## config.mk

```make
export PLATFORM = sky130hd
export DESIGN_NAME = ether_tx_scheduler
export DESIGN_NICKNAME = d
export VERILOG_FILES = /design/src/rtl/ether_tx_scheduler_pkg.sv /design/src/rtl/ether_tx_rr_pick.sv /design/src/rtl/ether_tx_scheduler.sv
export SDC_FILE = /design/constraint.sdc
export NUM_CORES = 1
export LEC_CHECK = 0
export CORE_UTILIZATION = 50
export CTS_CLUSTER_DIAMETER = 50
export DETAILED_ROUTE_END_ITERATION = 7
export PLACE_DENSITY = 0.88
export SETUP_SLACK_MARGIN = 0.5
export SYNTH_ARGS = -nofsm -noshare
export SYNTH_HDL_FRONTEND = slang
export SYNTH_SLANG_ARGS = --single-unit
```

## constraint.sdc

```tcl
create_clock -name clk -period 2 [get_ports clk]
set_input_delay 0.3 -clock clk [delete_from_list [all_inputs] [get_ports clk]]
set_output_delay 0.3 -clock clk [all_outputs]
set_load 0.05 [all_outputs]
```

## src/rtl/ether_tx_scheduler_pkg.sv

```systemverilog
// Shared Ethernet TX definitions: line-coding constants, default frame
// timing and the scheduler state encoding.
package ether_tx_scheduler_pkg;

  localparam logic [1:0] PREAMBLE_DIBIT = 2'b01;
  localparam logic [1:0] SFD_LAST_DIBIT = 2'b11;

  localparam int DEFAULT_PREAMBLE_DIBITS = 32;
  localparam int DEFAULT_IPG_DIBITS      = 48;

  typedef enum logic [1:0] {
    ST_IDLE     = 2'd0,
    ST_PREAMBLE = 2'd1,
    ST_DATA     = 2'd2,
    ST_GAP      = 2'd3
  } tx_state_t;

  // Preamble dibit for a given position; the final position carries the SFD.
  function automatic logic [1:0] preamble_dibit(input logic [7:0] count,
                                                input logic [7:0] last_count);
    logic [1:0] dibit;
    if (count == last_count) begin
      dibit = SFD_LAST_DIBIT;
    end else begin
      dibit = PREAMBLE_DIBIT;
    end
    return dibit;
  endfunction

endpackage

```

## src/rtl/ether_tx_rr_pick.sv

```systemverilog
// Two-way round-robin picker: chooses the next source from the current
// requests and the previously granted source.
module ether_tx_rr_pick (
  input  logic valid0,
  input  logic valid1,
  input  logic last_grant,
  output logic next_grant,
  output logic hit
);

  // Prefer the source not served last when both request.
  always_comb begin
    hit        = valid0 | valid1;
    next_grant = last_grant;
    if (valid0 && valid1) begin
      next_grant = ~last_grant;
    end else if (valid1) begin
      next_grant = 1'b1;
    end else if (valid0) begin
      next_grant = 1'b0;
    end else begin
      next_grant = last_grant;
    end
  end

endmodule

```

## src/rtl/ether_tx_scheduler.sv

```systemverilog
// Shares the RMII TX dibit path between two frame sources. Each frame gets
// a preamble/SFD prefix, frames are separated by the minimum inter-packet
// gap, and a source that stalls mid-frame has its frame cut short.
module ether_tx_scheduler
  import ether_tx_scheduler_pkg::*;
#(
  parameter int PREAMBLE_DIBITS = DEFAULT_PREAMBLE_DIBITS,
  parameter int IPG_DIBITS      = DEFAULT_IPG_DIBITS
) (
  input  logic       clk,
  input  logic       rst,
  input  logic       req0_valid,
  input  logic [1:0] req0_data,
  input  logic       req0_last,
  output logic       req0_ready,
  input  logic       req1_valid,
  input  logic [1:0] req1_data,
  input  logic       req1_last,
  output logic       req1_ready,
  output logic [1:0] axiod,
  output logic       axiov,
  output logic       busy,
  output logic       underrun,
  output logic       grant
);

  localparam logic [7:0] PRE_LAST = 8'(PREAMBLE_DIBITS - 1);
  localparam logic [7:0] GAP_LAST = 8'(IPG_DIBITS - 1);

  tx_state_t  state;
  logic [7:0] counter;

  logic       sel_valid;
  logic [1:0] sel_data;
  logic       sel_last;
  logic       pick_grant;
  logic       pick_hit;

  // Route the granted source's beat into the datapath.
  always_comb begin
    if (grant) begin
      sel_valid = req1_valid;
      sel_data  = req1_data;
      sel_last  = req1_last;
    end else begin
      sel_valid = req0_valid;
      sel_data  = req0_data;
      sel_last  = req0_last;
    end
  end

  assign req0_ready = (state == ST_DATA) && !grant;
  assign req1_ready = (state == ST_DATA) && grant;
  assign busy       = (state != ST_IDLE);

  ether_tx_rr_pick u_pick (
    .valid0     (req0_valid),
    .valid1     (req1_valid),
    .last_grant (grant),
    .next_grant (pick_grant),
    .hit        (pick_hit)
  );

  // Frame sequencer: arbitration, preamble, payload, inter-packet gap.
  always_ff @(posedge clk or posedge rst) begin
    if (rst) begin
      state    <= ST_IDLE;
      counter  <= 8'd0;
      grant    <= 1'b1;
      axiod    <= 2'b00;
      axiov    <= 1'b0;
      underrun <= 1'b0;
    end else begin
      underrun <= 1'b0;
      case (state)
        ST_IDLE: begin
          axiov   <= 1'b0;
          axiod   <= 2'b00;
          counter <= 8'd0;
          if (pick_hit) begin
            grant   <= pick_grant;
            axiod   <= PREAMBLE_DIBIT;
            axiov   <= 1'b1;
            counter <= 8'd1;
            state   <= ST_PREAMBLE;
          end
        end
        ST_PREAMBLE: begin
          axiov <= 1'b1;
          axiod <= preamble_dibit(counter, PRE_LAST);
          if (counter == PRE_LAST) begin
            state <= ST_DATA;
          end else begin
            counter <= counter + 8'd1;
          end
        end
        ST_DATA: begin
          if (sel_valid) begin
            axiod <= sel_data;
            axiov <= 1'b1;
            if (sel_last) begin
              state   <= ST_GAP;
              counter <= 8'd0;
            end
          end else begin
            // Source stalled mid-frame: cut the frame and go to the gap.
            underrun <= 1'b1;
            axiov    <= 1'b0;
            axiod    <= 2'b00;
            state    <= ST_GAP;
            counter  <= 8'd0;
          end
        end
        ST_GAP: begin
          axiov   <= 1'b0;
          axiod   <= 2'b00;
          counter <= counter + 8'd1;
          if (counter == GAP_LAST) begin
            state <= ST_IDLE;
          end
        end
        default: begin
          state   <= ST_IDLE;
          counter <= 8'd0;
          axiov   <= 1'b0;
          axiod   <= 2'b00;
        end
      endcase
    end
  end

endmodule
```

==> reports/summary.txt <==
Fin crit period -> 1.71 ns
FMAX -> 586 MHz
Post-detail-place hpwl -> 1730 µm
Clock Tree Root -> clkbuf_4
Core Region -> 1960 µm²
Antenna violations before repair -> 0
CTS clock-pin slew for the worst setup and hold paths -> 0.10 ns
Tcrit/Tclk final -> 0.853
Starting Density -> 0.536
Num CTS Buffers -> 3
Lkg Pwr -> 0.677 nW
Pwr per Cell Area -> 326 nW/µm²
Crit Path Max Fanout -> 4
Worst slew pin tran -> 0.590 ns
Unrepaired setup endpoints after global routing -> true
Status -> complete, no violations
Distinct cells, synth -> 38
DIE WIDTH -> 47.8 µm
Nets -> 167
Inserted Diodes -> 0
Buffers on Ports -> 17
Crit path largest cell delay -> 0.44 ns
Iter 0 DRT Violations -> 145
First-pass GRT wire length -> 4770 µm
Largest net degree at the start of global routing -> 16
Hold buffer count at CTS -> 0
Reg-to-reg startpoint -> counter[0]$_DFFE_PP0P_
Ratio of cells with drive above 1 in the final layout -> 0.460
Vias per cell -> 6.54
Critical Path End Type -> flip-flop
CP Class -> flip-flop to flip-flop
Clk sinks -> 15
Row Count -> 16
Final ANT Viol Nets -> 0
Vias in the first global route -> 979
Synth Flop Type -> dfrtp_1
Later-pin clock latency in the skew report -> 0.30 ns
Critical Path Start Type -> flip-flop
EDFF count, synth -> 0
Gpl congestion -> 0.900
Setup_tns -> 0 ns
Fin. Hold Viols -> 0
H-tree depth -> 1
Seq/Total Area, Yosys -> 0.358
Layout area overhead -> 54.2%
IO Pins -> 18
FILL cells -> 116
Top Family by Delay on Critical Path -> flip-flops
CP max stage cell -> dfrtp_1
Post-Synthesis Cell Area -> 1050 µm²
Total length of routed wires -> 3940 µm
Synth Warn # -> 0
Worst r2r dst -> state[0]$_DFFE_PP0P_
Max VDD drop -> 0.000551 V
Total grt overflow -> 0
Hold Path Class -> primary input to asynchronous set/reset pin
Mapped Nets -> 124
CP Cell Sequence -> ha_4 -> nand4_1 -> o41ai_2 -> nand4_2 -> buf_4 -> mux2i_1
Post-synth ARST share -> 1.00
Placed Cells -> 149
CTS tree -> done
Worst reg2reg setup slack -> 0.29 ns
Max clock buf depth -> 2
Reg2Reg Depth -> 6
#FFs+latches synth -> 15
Post-Syn Instances -> 108
Critical Path AT -> 1.92 ns
Design area -> 1620 µm²
Wire per inst -> 22.3 µm
GRT Total Usage -> 0.317
Required @ worst endpoint -> 2.21 ns
Max Cap Viol -> 0
Number of max-slew violations in the final report -> 0
Via count -> 1,157
Layout Skew -> 0.00169 ns
DRC -> 0
Placed Area -> 1260 µm²
Avg Cell Area, Syn -> 9.73 µm²
DRT Pass-1 Iters -> 4
Die area -> 2290 µm²
Slew margin rel. -> 0.606
# setup viols final -> 0
Final Non-Filler Cells -> 177
Die Y-Extent -> 47.8 µm
CP Buf/Inv Count -> 1
[timing repair]
action	in CTS	in global routing
endpoints found under the hold margin	0	0
pin swaps	7	15
resized for setup	23	21
endpoints found under the setup margin	17	17
buffers inserted	13	11
[cell families after synthesis]
logic type	synth area share
multiplexers	0.0429
AND/OR/NAND/NOR	0.249
buffers and inverters	0.0690
flip-flops	0.358
adder cells (fa/ha/maj)	0.0714
AO/OA/AOI/OAI	0.210
[cells in the final DEF (no fill, tap or decap), drive strengths merged, types with 4 or more instances in the layout]
master,instances
nor3,4
buf,31
a21oi,6
nand2,7
dfrtp,14
inv,5
nand3,9
ha,6
clkdlybuf4s50,9
nor2,6
o21ai,9
clkbuf,4
a32o,4
[state kept, by name, summed over array words and instances (netlist names)]
signal and cells:
state 2, counter 8, axiov 1, axiod 2, underrun 1, grant 1
[power by group]
part	switching [mW]	internal, mW	total, mW
sequential	0	0.303	0.303
combinational	0.0177	0.0206	0.0383
clock	0.112	0.0746	0.187
total	0.130	0.398	0.528
[worst max path at each step]
stage | start | to | slack, ns | depth (start not counted)
after floorplan | state[1]$_DFFE_PP0P_ | state[1]$_DFFE_PP0P_ | 0.18 | 6
after global placement | req1_last | state[1]$_DFFE_PP0P_ | 0.21 | 5
after detailed placement | req1_last | state[1]$_DFFE_PP0P_ | 0.18 | 5
after global routing | counter[0]$_DFFE_PP0P_ | state[0]$_DFFE_PP0P_ | 0.23 | 6
after CTS | state[0]$_DFFE_PP0P_ | req0_ready | 0.34 | 4
final | counter[0]$_DFFE_PP0P_ | state[0]$_DFFE_PP0P_ | 0.29 | 6
[Yosys cell counts, types with 2 or more instances]
cell	number	area, µm²
a21oi_1	6	30.0
a32o_1	4	40.0
buf_6	3	33.8
a31oi_1	2	12.5
nor2_1	6	22.5
nand3_1	7	35.0
and2_1	2	12.5
nor2b_1	3	18.8
inv_1	6	22.5
ha_1	6	75.1
nor3_1	3	15.0
dfrtp_1	14	350
o211ai_1	2	15.0
mux2i_1	3	30.0
nand2_1	7	26.3
o21ai_0	8	40.0
nand4_1	2	12.5
o41ai_2	2	32.5
or3_1	3	18.8
[metrics by stage]
| step | util | worst slack (ns) | hold slack (ns) | total power [mW] |
|---|---|---|---|---|
| detailed placement | 0.644 | 0.175 | 0.554 | 0.346 |
| floorplan | - | 0.179 | 0.201 | 0.325 |
| CTS | 0.751 | 0.335 | 0.373 | 0.529 |
| finish | 0.826 | 0.294 | 0.360 | 0.528 |
| global placement | 0.644 | 0.211 | 0.529 | 0.344 |
| global route | 0.826 | 0.229 | 0.426 | 0.548 |
[cell type report]
cell class	instances	area [µm²]	share of cell area
Sequential cell	15	378	0.233
Multi-Input combinational cell	81	732	0.452
Inverter	6	28.8	0.0178
Clock buffer	3	22.5	0.0139
Clock inverter	1	5.00	0.00309
Timing Repair Buffer	44	420	0.259
Tap cell	27	33.8	0.0208
[per-layer routing]
metal / vias to the layer above / share of wire / wire length [µm] / global-route usage
met5: - / 0 / 0 / 0
met4: 0 / 0.053 / 210 / 0.144
met3: 29 / 0.096 / 379 / 0.102
met2: 88 / 0.48 / 1900 / 0.511
met1: 559 / 0.37 / 1450 / 0.383
li1: 481 / - / - / -
No activity file was read; power rests on OpenSTA's default activity.
